`config.mk`:
```
export PLATFORM = sky130hd
export DESIGN_NAME = inst_sram_axi_bridge_flat
export DESIGN_NICKNAME = d
export VERILOG_FILES = /design/src/rtl/inst_sram_axi_bridge_if.sv /design/src/rtl/inst_sram_axi_bridge.sv /design/src/flat_wrapper.sv
export SDC_FILE = /design/constraint.sdc
export NUM_CORES = 1
export LEC_CHECK = 0
export CELL_PAD_IN_SITES_DETAIL_PLACEMENT = 0
export CELL_PAD_IN_SITES_GLOBAL_PLACEMENT = 1
export CORE_ASPECT_RATIO = 2
export CORE_UTILIZATION = 33
export DETAILED_ROUTE_END_ITERATION = 6
export GPL_TIMING_DRIVEN = 0
export PLACE_DENSITY_LB_ADDON = 0.1
export SYNTH_ARGS = -nofsm -noshare
export SYNTH_HDL_FRONTEND = slang
export SYNTH_SLANG_ARGS = --single-unit
export TNS_END_PERCENT = 5
```
`constraint.sdc`:
```
create_clock -name clk -period 2.2 [get_ports clk]
set_clock_uncertainty 0.1 [all_clocks]
set_input_delay 0.22 -clock clk [delete_from_list [all_inputs] [get_ports clk]]
set_output_delay 0.22 -clock clk [all_outputs]
set_load 0.01 [all_outputs]
```
`src/rtl/inst_sram_axi_bridge_if.sv`:
```
// AXI4 read-address and read-data channels between the instruction fetch bridge
// and the memory interconnect.
// Handshake rule for every channel: a beat transfers on a rising clk edge where
// valid && ready; a master holds valid and its payload stable until that edge.
interface inst_sram_axi_bridge_if #(
  parameter int ID_W = 4
);
  logic [ID_W-1:0] arid;
  logic [31:0]     araddr;
  logic [7:0]      arlen;
  logic [2:0]      arsize;
  logic [1:0]      arburst;
  logic            arvalid;
  logic            arready;
  logic [ID_W-1:0] rid;
  logic [31:0]     rdata;
  logic [1:0]      rresp;
  logic            rlast;
  logic            rvalid;
  logic            rready;

  modport master (
    output arid, araddr, arlen, arsize, arburst, arvalid, rready,
    input  arready, rid, rdata, rresp, rlast, rvalid
  );

  modport slave (
    input  arid, araddr, arlen, arsize, arburst, arvalid, rready,
    output arready, rid, rdata, rresp, rlast, rvalid
  );
endinterface

```
`src/rtl/inst_sram_axi_bridge.sv`:
```
// Instruction-SRAM responder: turns a 64-bit dual-instruction fetch into a one-
// or two-beat AXI4 INCR read burst and stalls the fetch stage until data returns.
module inst_sram_axi_bridge #(
  parameter int AXI_ID = 0,
  parameter int ID_W   = 4
) (
  input  logic        clk,
  input  logic        resetn,
  input  logic        inst_sram_en,
  input  logic [31:0] inst_sram_addr,
  input  logic        flush,
  output logic [63:0] inst_sram_rdata,
  output logic        inst_sram_ok2,
  output logic        inst_sram_err,
  output logic        inst_stall,
  inst_sram_axi_bridge_if.master axi,
  output logic [2:0]  dbg_state,
  output logic        rsp_anomaly
);

  typedef enum logic [2:0] {
    S_IDLE  = 3'd0,
    S_AR    = 3'd1,
    S_R0    = 3'd2,
    S_R1    = 3'd3,
    S_DONE  = 3'd4,
    S_DRAIN = 3'd5
  } state_t;

  state_t      state;
  logic        arvalid_q;
  logic        rready_q;
  logic [31:0] araddr_q;
  logic [7:0]  arlen_q;
  logic [31:0] data_lo;
  logic [31:0] data_hi;
  logic        ok2_q;
  logic        err_q;
  logic [1:0]  beats_left;
  logic        flushed;

  logic r_hs;
  logic resp_err;
  logic id_bad;
  logic last_bad;
  logic single_beat;

  assign r_hs        = axi.rvalid && rready_q;
  assign resp_err    = (axi.rresp != 2'b00);
  assign id_bad      = (axi.rid != ID_W'(AXI_ID));
  assign last_bad    = (axi.rlast != (beats_left == 2'd1));
  // The upper word would sit in the next 4KB page, so fetch only one word.
  assign single_beat = (inst_sram_addr[11:2] == 10'h3FF);

  always_ff @(posedge clk or negedge resetn) begin
    if (!resetn) begin
      state       <= S_IDLE;
      arvalid_q   <= 1'b0;
      rready_q    <= 1'b0;
      araddr_q    <= '0;
      arlen_q     <= '0;
      data_lo     <= '0;
      data_hi     <= '0;
      ok2_q       <= 1'b0;
      err_q       <= 1'b0;
      beats_left  <= '0;
      flushed     <= 1'b0;
      rsp_anomaly <= 1'b0;
    end else begin
      rsp_anomaly <= r_hs && (id_bad || last_bad);
      if (r_hs) beats_left <= beats_left - 2'd1;
      case (state)
        S_IDLE: begin
          if (inst_sram_en && !flush) begin
            araddr_q   <= inst_sram_addr;
            arlen_q    <= single_beat ? 8'd0 : 8'd1;
            beats_left <= single_beat ? 2'd1 : 2'd2;
            arvalid_q  <= 1'b1;
            flushed    <= 1'b0;
            state      <= S_AR;
          end
        end
        S_AR: begin
          if (flush) flushed <= 1'b1;
          if (axi.arready) begin
            arvalid_q <= 1'b0;
            rready_q  <= 1'b1;
            state     <= (flushed || flush) ? S_DRAIN : S_R0;
          end
        end
        S_R0, S_R1: begin
          if (flush) begin
            // Redirected: the burst must still be consumed, but nothing is delivered.
            state <= S_DRAIN;
            if (r_hs && beats_left == 2'd1) begin
              rready_q <= 1'b0;
              state    <= S_IDLE;
            end
          end else if (r_hs) begin
            if (state == S_R0) begin
              data_lo <= axi.rdata;
              err_q   <= resp_err;
              if (arlen_q[0]) begin
                state <= S_R1;
              end else begin
                data_hi  <= '0;
                ok2_q    <= 1'b0;
                rready_q <= 1'b0;
                state    <= S_DONE;
              end
            end else begin
              data_hi  <= axi.rdata;
              err_q    <= err_q | resp_err;
              ok2_q    <= 1'b1;
              rready_q <= 1'b0;
              state    <= S_DONE;
            end
          end
        end
        S_DONE: state <= S_IDLE;
        S_DRAIN: begin
          if (r_hs && beats_left == 2'd1) begin
            rready_q <= 1'b0;
            state    <= S_IDLE;
          end
        end
        default: state <= S_IDLE;
      endcase
    end
  end

  assign inst_sram_rdata = err_q ? 64'd0 : {data_hi, data_lo};
  assign inst_sram_ok2   = ok2_q && !err_q;
  assign inst_sram_err   = err_q;
  assign inst_stall      = inst_sram_en && (state != S_DONE);

  assign axi.arid    = ID_W'(AXI_ID);
  assign axi.araddr  = araddr_q;
  assign axi.arlen   = arlen_q;
  assign axi.arsize  = 3'b010;
  assign axi.arburst = 2'b01;
  assign axi.arvalid = arvalid_q;
  assign axi.rready  = rready_q;
  assign dbg_state   = state;

endmodule

```
`src/flat_wrapper.sv`:
```
// flat-port wrapper written by rule: the top's interface ports become plain ports
module inst_sram_axi_bridge_flat 
#(
  parameter int AXI_ID = 0,
  parameter int ID_W   = 4
)
  (clk, resetn, inst_sram_en, inst_sram_addr, flush, inst_sram_rdata, inst_sram_ok2, inst_sram_err, inst_stall, dbg_state, rsp_anomaly, axi_arid, axi_araddr, axi_arlen, axi_arsize, axi_arburst, axi_arvalid, axi_rready, axi_arready, axi_rid, axi_rdata, axi_rresp, axi_rlast, axi_rvalid);
  inst_sram_axi_bridge_if #(.ID_W(ID_W)) axi_i ();
  input  logic clk;
  input  logic resetn;
  input  logic inst_sram_en;
  input  logic [31:0] inst_sram_addr;
  input  logic flush;
  output logic [63:0] inst_sram_rdata;
  output logic inst_sram_ok2;
  output logic inst_sram_err;
  output logic inst_stall;
  output logic [2:0] dbg_state;
  output logic rsp_anomaly;
  output wire logic [$bits(axi_i.arid)-1:0] axi_arid;
  output wire logic [$bits(axi_i.araddr)-1:0] axi_araddr;
  output wire logic [$bits(axi_i.arlen)-1:0] axi_arlen;
  output wire logic [$bits(axi_i.arsize)-1:0] axi_arsize;
  output wire logic [$bits(axi_i.arburst)-1:0] axi_arburst;
  output wire logic [$bits(axi_i.arvalid)-1:0] axi_arvalid;
  output wire logic [$bits(axi_i.rready)-1:0] axi_rready;
  input wire logic [$bits(axi_i.arready)-1:0] axi_arready;
  input wire logic [$bits(axi_i.rid)-1:0] axi_rid;
  input wire logic [$bits(axi_i.rdata)-1:0] axi_rdata;
  input wire logic [$bits(axi_i.rresp)-1:0] axi_rresp;
  input wire logic [$bits(axi_i.rlast)-1:0] axi_rlast;
  input wire logic [$bits(axi_i.rvalid)-1:0] axi_rvalid;
  assign axi_arid = axi_i.arid;
  assign axi_araddr = axi_i.araddr;
  assign axi_arlen = axi_i.arlen;
  assign axi_arsize = axi_i.arsize;
  assign axi_arburst = axi_i.arburst;
  assign axi_arvalid = axi_i.arvalid;
  assign axi_rready = axi_i.rready;
  assign axi_i.arready = axi_arready;
  assign axi_i.rid = axi_rid;
  assign axi_i.rdata = axi_rdata;
  assign axi_i.rresp = axi_rresp;
  assign axi_i.rlast = axi_rlast;
  assign axi_i.rvalid = axi_rvalid;
  inst_sram_axi_bridge #(.AXI_ID(AXI_ID), .ID_W(ID_W)) u_core (.clk(clk), .resetn(resetn), .inst_sram_en(inst_sram_en), .inst_sram_addr(inst_sram_addr), .flush(flush), .inst_sram_rdata(inst_sram_rdata), .inst_sram_ok2(inst_sram_ok2), .inst_sram_err(inst_sram_err), .inst_stall(inst_stall), .axi(axi_i), .dbg_state(dbg_state), .rsp_anomaly(rsp_anomaly));
endmodule
```
==> results_dict.tcl <==
set metrics [dict create \
    sw_frac_of_total 0.308 \
    rsz0062_at_grt "no" \
    postSynthAreaPerCell_um2 12.7 \
    clk_latency_ns 0.34 \
    syn2layout_area_growth_pct 53.9 \
    reg2reg_from "u_core.dbg_state[2]" \
    cp-startpoint "u_core.dbg_state[2]" \
    overflow 0 \
    start_util 0.336 \
    gp_congestion 0.783 \
    dr.pass1.iters 4 \
    sequentialPowerShare 0.399 \
    synth.distinct_cells 39 \
    worstHoldStart "inst_sram_addr[23]" \
    io_pins 199 \
    die-area_mm2 0.0150 \
    drc 0 \
    antenna_found_initial 0 \
    comb_power_share 0.402 \
    htreeDepth 3 \
    worstMarginPinSlew_ns 0.879 \
    status "finished, final reports clean" \
    dpl.hpwl_um 9620 \
    num_vias 3640 \
    grt_pass1_wl_um 20200 \
    worst_r2r_endpoint "u_core.data_lo[11]" \
    synth_largest_area_cell "dfrtp_1" \
    reg2reg_slack_ns 0.07 \
    grt_max_degree 66 \
    routedWlPerCell_um 16.5 \
    fmax_mhz 469 \
    cts_tree "done" \
    antenna_left 0 \
    cp-start-kind "register" \
    hold_ws_ns 0.386 \
    clock_sinks 108 \
    min_path_cells 2 \
    cp.arrival_ns 2.25 \
    design.core.area_mm2 0.0143 \
    synthFlopType "dfrtp_1" \
    p_leak_uw 0.00372 \
    setup_viol_count_final 0 \
    synth_top_area_frac 0.564 \
    hold_end "u_core.axi.araddr[23]" \
    syn_inst 377 \
    synth-edff-count 0 \
    synthMostInstantiatedCell "dfrtp_1" \
    drtIter0Drc 124 \
    clkPwrFrac 0.200 \
    required_ns 2.32 \
    grt_pass1_vias 3898 \
    ir_worst_vdd_v 0.000571 \
    die_y_um 172 \
    ff2ff_path_depth 6 \
    p_sw_uw 2470 \
    rows 62 \
    portBuffers 182 \
    async_flop_share 1.00 \
    ys_ff_latch 108 \
    ys_seq_area_frac 0.564 \
    viasPerCell 4.63 \
    hp-class "in -> reg" \
    min_period_ns 2.13 \
    numCtsBuffers 9 \
    slew_violations 0 \
    synth_area_leaders "dfrtp_1, mux2_2, nor2b_1, a22o_1, buf_4" \
    synth_area_mm2 0.00479 \
    critPathKind "reg -> reg" \
    internal_power_uw 5530 \
    nets 667 \
    period_share 0.969 \
    final_util 0.517 \
    power_density_mw_per_mm2 1080 \
    drt_wl_total_um 13000 \
    diodes 0 \
    end_kind "register" \
    drive_above_1_share 0.210 \
    cts_root_buffer "clkbuf_16" \
    synth_common_cells "dfrtp_1, nor2b_1, mux2_2, a22o_1, buf_4" \
    die_x_um 87.2 \
    clock_path_buffers 2 \
    crit_path_max_fanout 10 \
    final_hold_viol_count 0 \
    clkTransAtPathRegs_ns 0.07 \
    groute.usage.overall 0.179 \
    slew_headroom 0.414 \
    maxCapViolCount 0 \
    yosysWarningCount 0 \
]
layer usage:
layer	track usage	share of wire
met5	0	0
met4	0.0677	0.018
met3	0.0415	0.057
met2	0.336	0.55
met1	0.190	0.37
layout by cell type, fill, tap and decap left out, drive strengths merged, types with 2 or more instances in the layout:
master           n
mux2            64
conb            16
dfrtp          108
mux2i            4
buf             36
a22o            32
inv              7
clkinv           4
nand3            2
clkdlybuf4s50  150
or3b             2
a21oi            6
dlymetal6s2s    31
clkbuf          19
a32o             2
o21ai            8
nand2            7
o2bb2ai          2
nor2b           65
nand2b           3
nor3             4
nand4            2
nor2             5
repair_timing:
item,CTS,global route
setup endpoints to repair,79,40
pin swaps,1,0
buffers inserted,3,0
endpoints found under the hold margin,64,0
gates resized for setup,13,38
hold buffers,1,0
how the worst max path moves through the flow:
stage	cells after the start	end
after floorplan	5	u_core.data_lo[0]
final	6	u_core.data_lo[11]
after global routing	4	inst_sram_rdata[5]
after global placement	1	u_core.axi.araddr[12]
after detailed placement	5	u_core.data_lo[11]
after CTS	4	inst_sram_rdata[33]
stage by stage:
stage | TNS (ns) | setup WS (ns) | area (µm²) | std cells | total power (µW)
after global placement | -378.51 | -3.46 | 6910 | 765 | 6370
after detailed placement | -9.40 | -0.292 | 6930 | 766 | 6430
after CTS | -0.00520 | -0.00354 | 7300 | 786 | 8130
after global routing | 0 | 0.00222 | 7380 | 786 | 8510
final | 0 | 0.0684 | 7380 | 786 | 8000
after floorplan | 0 | 0.224 | 4850 | 391 | 4800
flip-flops by register name, summed over array words and instances, names as in the netlist:
signal                flops
u_core.beats_left         2
u_core.axi.rready         1
u_core.dbg_state          3
u_core.axi.araddr        32
u_core.data_hi           32
u_core.flushed            1
u_core.axi.arvalid        1
u_core.inst_sram_err      1
u_core.ok2_q              1
u_core.axi.arlen          1
u_core.data_lo           32
u_core.rsp_anomaly        1
worst max-delay path, cell delays in order (launching register included):
cell	delay [ns]
dfrtp_2	0.47
or3b_1	0.39
buf_2	0.18
nor3_4	0.20
buf_4	0.16
buf_6	0.15
mux2_2	0.35
power groups by stage:
stage / clock [µW] / combinational [µW] / sequential [µW]
6_report: 1600 / 3210 / 3190
4_1_cts: 1660 / 3290 / 3180
3_3_place_gp: 0 / 3180 / 3180
2_1_floorplan: 0 / 1510 / 3290
5_1_grt: 1730 / 3490 / 3290
3_5_place_dp: 0 / 3220 / 3210
final cells by class:
cell class                      instances  area, µm²
Fill cell                            1342       6900
Sequential cell                       108       2700
Timing Repair Buffer                  187       1960
Multi-Input combinational cell        238       1880
Buffer                                 39        277
Clock buffer                           11        253
Tap cell                              192        240
Clock inverter                          5       43.8
Inverter                                6       22.5
cell families (layout without fill, tap and decap cells):
kind of cell             Yosys count  after routing  synth area share
buffers and inverters             45            248            0.0551
multiplexers                      68             68             0.159
XOR/XNOR                           2              2           0.00365
adder cells (fa/ha/maj)            1              1           0.00261
AND/OR/NAND/NOR                   92             92             0.118
flip-flops                       108            108             0.564
AO/OA/AOI/OAI                     59             59            0.0966
other                              2             16           0.00157
(Power assumes the default switching activity.)
